[src/rtl/line_mem_if.sv]
// Line-request bus between a requester and line_mem_responder.
// The requester holds address, direction and write data stable from valid until ready.
interface line_mem_if #(
    parameter int ADDR_W = 17,
    parameter int LINE_W = 128
);
    logic [ADDR_W-1:0] mem_req_addr;
    logic              mem_req_valid;
    logic              mem_req_wr;
    logic [LINE_W-1:0] mem_wr_data;
    logic [LINE_W-1:0] mem_rd_data;
    logic              mem_req_ready;

    modport master (
        output mem_req_addr,
        output mem_req_valid,
        output mem_req_wr,
        output mem_wr_data,
        input  mem_rd_data,
        input  mem_req_ready
    );

    modport slave (
        input  mem_req_addr,
        input  mem_req_valid,
        input  mem_req_wr,
        input  mem_wr_data,
        output mem_rd_data,
        output mem_req_ready
    );
endinterface

[src/rtl/line_mem_responder.sv]
// Splits 128-bit line reads/writes into four 32-bit beats on a word memory
// with one cycle of read latency.
//
// state   | meaning
// IDLE    | waiting for a request; accepts on the edge where valid is seen
// WR      | issuing write beats 0..3
// RD      | issuing read beats 0..3, capturing the previous beat's word
// RD_LAST | capturing the fourth read word, no memory access
// DONE    | one-cycle completion pulse on mem_req_ready
module line_mem_responder #(
    parameter int ADDR_W = 17,
    parameter int LINE_W = 128
) (
    input  logic              clk,
    input  logic              rst_n,
    line_mem_if.slave         bus,
    output logic              busy,
    output logic              wd_en,
    output logic              wd_we,
    output logic [ADDR_W-3:0] wd_addr,
    output logic [31:0]       wd_wdata,
    input  logic [31:0]       wd_rdata
);

    typedef enum logic [2:0] {
        IDLE    = 3'd0,
        WR      = 3'd1,
        RD      = 3'd2,
        RD_LAST = 3'd3,
        DONE    = 3'd4
    } state_t;

    state_t            state;
    logic [1:0]        beat;
    logic [1:0]        beat_nxt;
    logic [1:0]        beat_prev;
    logic [ADDR_W-5:0] line_q;
    logic [LINE_W-1:0] data_q;
    logic              unused_addr_lsb;

    assign beat_nxt        = beat + 2'd1;
    assign beat_prev       = beat - 2'd1;
    assign unused_addr_lsb = ^bus.mem_req_addr[3:0];

    // beat_prev wraps to 3 in RD_LAST (beat is 0 there), so the same
    // capture expression serves both RD and RD_LAST.
    always_ff @(posedge clk or negedge rst_n) begin
        if (!rst_n) begin
            state             <= IDLE;
            beat              <= 2'd0;
            line_q            <= '0;
            data_q            <= '0;
            busy              <= 1'b0;
            wd_en             <= 1'b0;
            wd_we             <= 1'b0;
            wd_addr           <= '0;
            wd_wdata          <= '0;
            bus.mem_req_ready <= 1'b0;
            bus.mem_rd_data   <= '0;
        end else begin
            bus.mem_req_ready <= 1'b0;
            case (state)
                IDLE: begin
                    if (bus.mem_req_valid) begin
                        line_q  <= bus.mem_req_addr[ADDR_W-1:4];
                        data_q  <= bus.mem_wr_data;
                        beat    <= 2'd0;
                        busy    <= 1'b1;
                        wd_en   <= 1'b1;
                        wd_we   <= bus.mem_req_wr;
                        wd_addr <= {bus.mem_req_addr[ADDR_W-1:4], 2'd0};
                        if (bus.mem_req_wr) begin
                            wd_wdata <= bus.mem_wr_data[31:0];
                            state    <= WR;
                        end else begin
                            state    <= RD;
                        end
                    end
                end
                WR: begin
                    beat <= beat_nxt;
                    if (beat == 2'd3) begin
                        state             <= DONE;
                        wd_en             <= 1'b0;
                        wd_we             <= 1'b0;
                        bus.mem_req_ready <= 1'b1;
                    end else begin
                        wd_addr  <= {line_q, beat_nxt};
                        wd_wdata <= data_q[{beat_nxt, 5'd0} +: 32];
                    end
                end
                RD: begin
                    beat <= beat_nxt;
                    if (beat != 2'd0) begin
                        bus.mem_rd_data[{beat_prev, 5'd0} +: 32] <= wd_rdata;
                    end
                    if (beat == 2'd3) begin
                        state <= RD_LAST;
                        wd_en <= 1'b0;
                    end else begin
                        wd_addr <= {line_q, beat_nxt};
                    end
                end
                RD_LAST: begin
                    bus.mem_rd_data[{beat_prev, 5'd0} +: 32] <= wd_rdata;
                    state             <= DONE;
                    bus.mem_req_ready <= 1'b1;
                end
                DONE: begin
                    state <= IDLE;
                    busy  <= 1'b0;
                    beat  <= 2'd0;
                end
                default: begin
                    state <= IDLE;
                    busy  <= 1'b0;
                    wd_en <= 1'b0;
                    wd_we <= 1'b0;
                    beat  <= 2'd0;
                end
            endcase
        end
    end

endmodule
[src/flat_wrapper.sv]
// flat-port wrapper written by rule: the top's interface ports become plain ports
module line_mem_responder_flat 
#(
    parameter int ADDR_W = 17,
    parameter int LINE_W = 128
)
  (clk, rst_n, busy, wd_en, wd_we, wd_addr, wd_wdata, wd_rdata, bus_mem_req_addr, bus_mem_req_valid, bus_mem_req_wr, bus_mem_wr_data, bus_mem_rd_data, bus_mem_req_ready);
  line_mem_if #(.ADDR_W(ADDR_W), .LINE_W(LINE_W)) bus_i ();
  input  logic clk;
  input  logic rst_n;
  output logic busy;
  output logic wd_en;
  output logic wd_we;
  output logic [ADDR_W-3:0] wd_addr;
  output logic [31:0] wd_wdata;
  input  logic [31:0] wd_rdata;
  input wire logic [$bits(bus_i.mem_req_addr)-1:0] bus_mem_req_addr;
  input wire logic [$bits(bus_i.mem_req_valid)-1:0] bus_mem_req_valid;
  input wire logic [$bits(bus_i.mem_req_wr)-1:0] bus_mem_req_wr;
  input wire logic [$bits(bus_i.mem_wr_data)-1:0] bus_mem_wr_data;
  output wire logic [$bits(bus_i.mem_rd_data)-1:0] bus_mem_rd_data;
  output wire logic [$bits(bus_i.mem_req_ready)-1:0] bus_mem_req_ready;
  assign bus_i.mem_req_addr = bus_mem_req_addr;
  assign bus_i.mem_req_valid = bus_mem_req_valid;
  assign bus_i.mem_req_wr = bus_mem_req_wr;
  assign bus_i.mem_wr_data = bus_mem_wr_data;
  assign bus_mem_rd_data = bus_i.mem_rd_data;
  assign bus_mem_req_ready = bus_i.mem_req_ready;
  line_mem_responder #(.ADDR_W(ADDR_W), .LINE_W(LINE_W)) u_core (.clk(clk), .rst_n(rst_n), .bus(bus_i), .busy(busy), .wd_en(wd_en), .wd_we(wd_we), .wd_addr(wd_addr), .wd_wdata(wd_wdata), .wd_rdata(wd_rdata));
endmodule
[config.mk]
export PLATFORM = sky130hd
export DESIGN_NAME = line_mem_responder_flat
export DESIGN_NICKNAME = d
export VERILOG_FILES = /design/src/rtl/line_mem_if.sv /design/src/rtl/line_mem_responder.sv /design/src/flat_wrapper.sv
export SDC_FILE = /design/constraint.sdc
export NUM_CORES = 1
export LEC_CHECK = 0
export BUFFER_PORTS_ARGS = -buffer_cell sky130_fd_sc_hd__buf_4
export CAP_MARGIN = 15
export CELL_PAD_IN_SITES_DETAIL_PLACEMENT = 1
export CELL_PAD_IN_SITES_GLOBAL_PLACEMENT = 1
export CORE_MARGIN = 2
export CORE_UTILIZATION = 45
export CTS_CLUSTER_DIAMETER = 60
export DETAILED_ROUTE_END_ITERATION = 10
export PLACE_DENSITY_LB_ADDON = 0.15
export SETUP_SLACK_MARGIN = 0.15
export SYNTH_ARGS = -nofsm -noshare
export SYNTH_HDL_FRONTEND = slang
export SYNTH_SLANG_ARGS = --single-unit
[constraint.sdc]
create_clock -name clk -period 6.68 [get_ports clk]
set_input_delay 0.334 -clock clk [delete_from_list [all_inputs] [get_ports clk]]
set_output_delay 0.334 -clock clk [all_outputs]
set_load 0.005 [all_outputs]
==> metrics.yaml, run 1 <==
finish:
  nets: 1649
  layoutNonFillerInstCount: 1879
  fill_cells: 3115
  area_growth_pct: 30.8
  n_antenna_cell: 0
  drive_gt1_share_pct: 35.5
setup_path:
  critPathLaunchType: "register"
  worstPathRequired_ns: 7.11
  critPathCaptureType: "register"
  cp.arrival_ns: 3.65
  crit_fanout: 40
  critPathKind: "reg -> reg"
  r2r-start: "u_core.beat[0]"
  crit_start: "u_core.beat[0]"
power_and_ir_drop:
  max-vdd-ir-drop_v: 0.000285
  p_leak_nw: 8.34
  powerDensity_nw_per_um2: 518
floorplan:
  rows: 63
  io_pins: 360
  die_area_sq_um: 31800
  die_w_um: 178
  die_h_um: 178
  initial_core_util_pct: 46.0
  core_area_sq_um: 29800
timing:
  setup_tns_ns: 0
  clock_skew_ns: 0.0102
  relSlewSlack_pct: 23.9
  min_period_ns: 3.22
  finalHoldViolCount: 0
  tightest_slew_ns: 1.14
  fmax_ghz: 0.310
  finalCritPeriodShare_pct: 48.2
  rsz0062_at_grt: "false"
  maxSlewViolCount: 0
  finalSetupViolCount: 0
place:
  gp_congestion: 0.756
  dp.cells: 1809
  hpwl_mm: 25.1
  port_buffers: 355
clock_tree:
  cts_resized: 0
  clock_latency_ns: 0.51
  cts_buffers: 38
  numClockSinks: 325
  cts_root_buffer: "clkbuf_16"
  htree_num_levels: 2
  cts_tree: "yes"
  clockBufferDepth: 3
  hold_buffers: 1
  clk_pin_slew_worst_paths_ns: 0.05
  cts_setup_buffers: 0
status:
  status: "finished, final reports clean"
synthesis:
  ys_seq_elements: 325
  syn-cell-area_sq_um: 13700
  synthCells: 1131
  yosysUniqueCellTypes: 40
  synth_flop_cell: "dfrtp_1"
  async_flop_share_pct: 100
  ys_seq_area_share_pct: 59.4
  syn_nets: 1318
  yosys_warnings: 0
  synth.avg_cell_area_sq_um: 12.1
  synth_edf_count: 0
global_routing:
  met2_usage_pct: 42.4
  overflow: 0
  busiest_layer: "met2"
  antenna_found_initial: 1
  grt_pass1_vias: 10900
  grt_use_total_pct: 24.6
  grt_max_degree: 146
  globalRouteMet3Util_pct: 7.33
  grtUsageMet1_pct: 29.9
  grt_pass1_wl_mm: 61.1
drt:
  firstDrtPassIters: 5
  drt-initial-drc-count: 545
  ant_nets: 0
  dr_total_vias: 10100
  wl_mm: 38.8
  drc: 0
  routedWlPerCell_um: 20.7
  viasPerCell: 5.37
hold_path:
  min_from: "bus_mem_wr_data[92]"
  hold_path_class: "in -> reg"
run:
  cap_violations: 0
[final cells by class]
class	count	area [sq um]	share of cell area [%]
clock inverter	8	72.6	0.405
clock buffer	59	1190	6.66
timing repair buffer	372	2840	15.9
tap	390	488	2.72
multi-input combinational	657	4930	27.5
sequential	325	8130	45.4
inverter	68	255	1.43
[power breakdown]
group          internal (mW)  total (mW)  switching [mW]
combinational           1.90        3.70            1.81
clock                   1.27        2.07           0.803
sequential              2.95        3.50           0.556
[per-stage QoR]
| stage | cell area [sq um] | hold slack, ns | setup WS, ns | power (mW) | util, % |
|---|---|---|---|---|---|
| after detailed placement | 16600 | 0.448 | 3.40 | 7.26 | 55.7 |
| after global placement | 16600 | 0.450 | 3.46 | 7.05 | 55.7 |
| after global routing | 17900 | 0.0212 | 3.17 | 9.94 | 60.1 |
| after floorplan | 13700 | 0.0384 | 4.49 | 5.64 | - |
| after CTS | 17900 | 0.0175 | 3.36 | 9.40 | 60.0 |
| final | 17900 | 0.0364 | 3.46 | 9.28 | 60.1 |
[flip-flops by register name, summed over array words and instances (netlist names)]
| name | count |
|---|---|
| u_core.line_q | 13 |
| u_core.busy | 1 |
| u_core.bus.mem_rd_data | 128 |
| u_core.wd_wdata | 32 |
| u_core.beat | 2 |
| u_core.state | 3 |
| u_core.wd_addr | 15 |
| u_core.wd_en | 1 |
| u_core.bus.mem_req_ready | 1 |
| u_core.wd_we | 1 |
| u_core.data_q | 128 |
[placed cells by master (no fill, tap or decap), types with 3 or more instances in the layout]
cell,Yosys,layout
clkbuf_8,0,10
o21ai_1,17,17
dfrtp_1,325,324
mux2i_1,15,15
o21ai_0,97,97
clkinv_2,0,5
nand2_1,148,148
a22o_1,32,32
mux2_1,90,90
buf_4,4,367
clkbuf_16,0,41
nand3_1,64,64
clkbuf_1,40,8
mux4_2,32,32
buf_12,0,3
nand2b_1,5,5
nor2_1,41,40
inv_1,67,67
mux2_2,51,51
a21oi_1,3,3
ha_1,6,5
a31oi_1,32,32
[routing by layer]
metal / vias up / wire length (um)
li1: 4565 / -
met1: 5135 / 15000
met2: 323 / 19500
met3: 71 / 3260
met4: 2 / 991
met5: - / 14
[Yosys cell counts (2+ instances only)]
master,instances,area (sq um)
dfrtp_1,325,8130
nand2_1,148,556
o21ai_0,97,485
mux2_1,90,1010
inv_1,67,251
nand3_1,64,320
mux2_2,51,574
nor2_1,41,154
clkbuf_1,40,150
a22o_1,32,280
a31oi_1,32,200
mux4_2,32,721
buf_2,23,115
o21ai_1,17,85.1
mux2i_1,15,150
buf_6,11,124
ha_1,6,75.1
nand2b_1,5,31.3
buf_4,4,30.0
a21oi_1,3,15.0
and4_1,3,26.3
buf_1,3,11.3
nand4_1,2,12.5
nor2b_1,2,12.5
nor4_2,2,25.0
or2_2,2,12.5
[worst max-delay path, stage by stage, from the launching register on]
cell	delay [ns]
dfrtp_2	0.38
buf_4	0.37
ha_1	0.41
nand2b_1	0.20
a211oi_4	0.97
buf_4	0.53
nor2_1	0.09
a31oi_1	0.16
[worst paths after layout]
path | depth (start not counted) | to | slack, ns
hold reg to reg | 2 | u_core.bus.mem_rd_data[33] | 0.48
max in group asynchronous | 3 | u_core.data_q[46] | 4.66
hold / removal | 2 | u_core.data_q[92] | 0.04
min in group asynchronous | 2 | u_core.bus.mem_rd_data[104] | 0.45
setup reg to reg | 7 | u_core.wd_wdata[13] | 3.46
setup / recovery | 7 | u_core.wd_wdata[13] | 3.46
[cell families (layout without fill, tap and decap cells)]
logic type	count (synthesis)	after routing	share of synthesized area, %
flops	325	325	59.4
buf+inv	149	507	5.01
fa+ha+maj	6	6	0.548
mux	188	188	18.0
simple gates	275	275	8.82
compound gates	187	187	8.23
xor+xnor	1	1	0.0640
(Power assumes the default switching activity.)
==> inputs of run 2 (changes only) <==
--- a/config.mk
+++ b/config.mk
@@ -10,7 +10,7 @@
 export CELL_PAD_IN_SITES_DETAIL_PLACEMENT = 1
 export CELL_PAD_IN_SITES_GLOBAL_PLACEMENT = 1
 export CORE_MARGIN = 2
-export CORE_UTILIZATION = 45
+export CORE_UTILIZATION = 37
 export CTS_CLUSTER_DIAMETER = 60
 export DETAILED_ROUTE_END_ITERATION = 10
 export PLACE_DENSITY_LB_ADDON = 0.15
==> constraint.sdc (replaced) <==
create_clock -name clk -period 2.7 [get_ports clk]
set_input_delay 0.135 -clock clk [delete_from_list [all_inputs] [get_ports clk]]
set_output_delay 0.135 -clock clk [all_outputs]
set_load 0.005 [all_outputs]
==> run 2 against run 1 <==
  * Worst setup slack lost 3.0 ns
  * Non-clock buffer count grew 190
  * Power grew to 2.6 times the previous value
  * Design area grew 12%
  * Largest power group unchanged
  * Largest cell class unchanged
==> metrics.yaml, run 2 (synthesis gave the netlist of run 1 again) <==
finish:
  layout_commonest_cell: "buf_4"
  nets: 1840  # +12%
  layoutNonFillerInstCount: 2155  # +15%
  largestRegisters: "u_core.bus.mem_rd_data x128, u_core.data_q x128, u_core.wd_wdata x32"
  drive_gt1_share_pct: 32.3  # -3.2 points
  final_cell_mix: "buf_4 (374), dfrtp_1 (324), dlygate4sd3_1 (176)"
  area_growth_pct: 45.8
floorplan:
  die_h_um: 196  # +10%
  io_pins: 360  # unchanged
  core_area_sq_um: 36500  # +23%
  rows: 70  # +11%
  initial_core_util_pct: 37.5  # -8.5 points
  die_w_um: 196  # +10%
  die_area_sq_um: 38600  # +21%
power_and_ir_drop:
  powerDensity_nw_per_um2: 1180  # +130%
  seq_power_share_pct: 36.8  # -1.0 points
  max-vdd-ir-drop_v: 0.000788  # +180%
  p_sw_mw: 8.18  # +160%
  clkPwrFrac_pct: 21.9  # -0.4 points
  report.power.total_mw: 23.7  # +160%
  switching_share_pct: 34.6  # +0.44 points
  p_leak_nw: 9.17  # +9.9%
  combPwrFrac_pct: 41.3  # +1.4 points
  p_int_mw: 15.5  # +150%
global_routing:
  grt_max_degree: 70  # -52%
  overflow: 0  # unchanged
  grt_pass1_wl_mm: 69.3  # +14%
  grt_use_total_pct: 23.0  # -1.6 points
  grt_pass1_vias: 12100  # +11%
  antenna_found_initial: 7  # +6
clock_tree:
  cts_buffers: 39  # +2.6%
  cts_tree: "yes"
  numClockSinks: 325  # unchanged
  clockBufferDepth: 3  # unchanged
  htree_num_levels: 2  # unchanged
  clock_latency_ns: 0.53  # +0.02 ns
  clk_pin_slew_worst_paths_ns: 0.06  # about the same
  cts_setup_buffers: 0  # unchanged
  cts_root_buffer: "clkbuf_16"
setup_path:
  r2r-end: "u_core.bus.mem_rd_data[65]"
  crit_fanout: 32  # -20%
  critPathCaptureType: "register"
  critPathLaunchType: "register"
  crit_path_cell_trace: "inv_1, ha_2, nor4_4, buf_4, nand3_1, o21ai_0"
  r2r_cells: 6  # -1
  slowest_delay_ns: 0.54  # -0.43 ns
  reg2reg_slack_ns: 0.47  # -2.99 ns
  critPathKind: "reg -> reg"
  r2r-start: "u_core.beat[0]"
  critPathSlowestCell: "dfrtp_4"
  worstPathRequired_ns: 3.14  # -3.97 ns
  cp.arrival_ns: 2.66  # -0.99 ns
place:
  hpwl_mm: 26.6  # +5.7%
  dp.cells: 1904  # +5.3%
  port_buffers: 355  # unchanged
  gp_congestion: 0.761  # +0.58%
drt:
  viasPerCell: 5.04  # -6.3%
  wl_mm: 43.7  # +12%
  routedWlPerCell_um: 20.3  # -2.0%
  dr_total_vias: 10900  # +7.5%
  ant_nets: 0  # unchanged
  drc: 0  # unchanged
  drt-initial-drc-count: 370  # -32%
  firstDrtPassIters: 4  # -1
timing:
  finalHoldViolCount: 0  # unchanged
  setup_tns_ns: 0  # unchanged
  maxSlewViolCount: 0  # unchanged
  fin_hold_ws_ns: 0.174  # +0.138 ns
  clock_skew_ns: 0.0182  # +0.00807 ns
  fmax_ghz: 0.449  # +45%
  rsz0062_at_grt: "false"
  finalSetupViolCount: 0  # unchanged
  finalCritPeriodShare_pct: 82.5  # +34 points
  relSlewSlack_pct: 51.1  # +27 points
  tightest_slew_ns: 0.733  # -0.404 ns
  min_period_ns: 2.23  # -0.995 ns
hold_path:
  hold_path_class: "in -> async"
status:
  status: "finished, final reports clean"
run:
  cap_violations: 0  # unchanged
## run 2: area by class of cell
cell class | count | area, sq um
fillers | 3811 | 16500
flip-flops and latches | 325 | 8140
multi-input cells | 657 | 4930
repair buffers | 562 | 4800
clock buffers | 56 | 1130
well taps | 468 | 586
inverters | 68 | 255
clock inverters | 12 | 118
diodes | 7 | 17.5
## run 2: worst max-delay path by stage
stage / endpoint / from / cells past startpoint / slack [ns]
finish: u_core.bus.mem_rd_data[65] / u_core.beat[0] / 6 / 0.47
global route: u_core.bus.mem_rd_data[76] / u_core.beat[0] / 6 / 0.34
CTS: u_core.bus.mem_rd_data[65] / u_core.beat[0] / 6 / 0.42
detailed placement: u_core.bus.mem_rd_data[76] / u_core.beat[0] / 6 / 0.46
global placement: u_core.bus.mem_rd_data[92] / u_core.beat[0] / 6 / 0.54
floorplan: u_core.wd_wdata[10] / u_core.beat[0] / 8 / 0.51
## run 2: what timing repair did
action	CTS	global route
hold buffers	176	0
hold endpoints to repair	379	0
gates resized for setup	0	0
## run 2: power groups by stage
stage          clock network [mW]  logic (mW)  registers (mW)
6_report                     5.18        9.78            8.70
3_5_place_dp                    0        9.54            8.71
5_1_grt                      5.49        10.8            9.01
4_1_cts                      5.30        9.83            8.66
3_3_place_gp                    0        9.30            8.58
2_1_floorplan                   0        5.53            8.41
## run 2: metal layers
layer  up-vias  GRT usage [%]  wire, um
met5         -              0        11
li1       4956              -         -
met1      5496           28.8     18500
met4         2           7.30      1120
met2       324           39.4     21400
met3        77           5.44      2610
## run 2: worst max-delay path: cells and delay by family, from the launching register on
kind,cells,cell delay [ns]
adder cells (fa/ha/maj),1,0.40
flip-flops,1,0.54
AO/OA/AOI/OAI,1,0.10
AND/OR/NAND/NOR,2,0.43
buffers and inverters,2,0.66
## run 2: through the flow
stage               utilization, %  setup slack, ns  cell area, sq um
floorplan                        -            0.509             13700
global placement              46.4            0.541             16900
detailed placement            46.4            0.463             16900
CTS                           54.6            0.419             20000
global route                  54.7            0.336             20000
finish                        54.7            0.473             20000
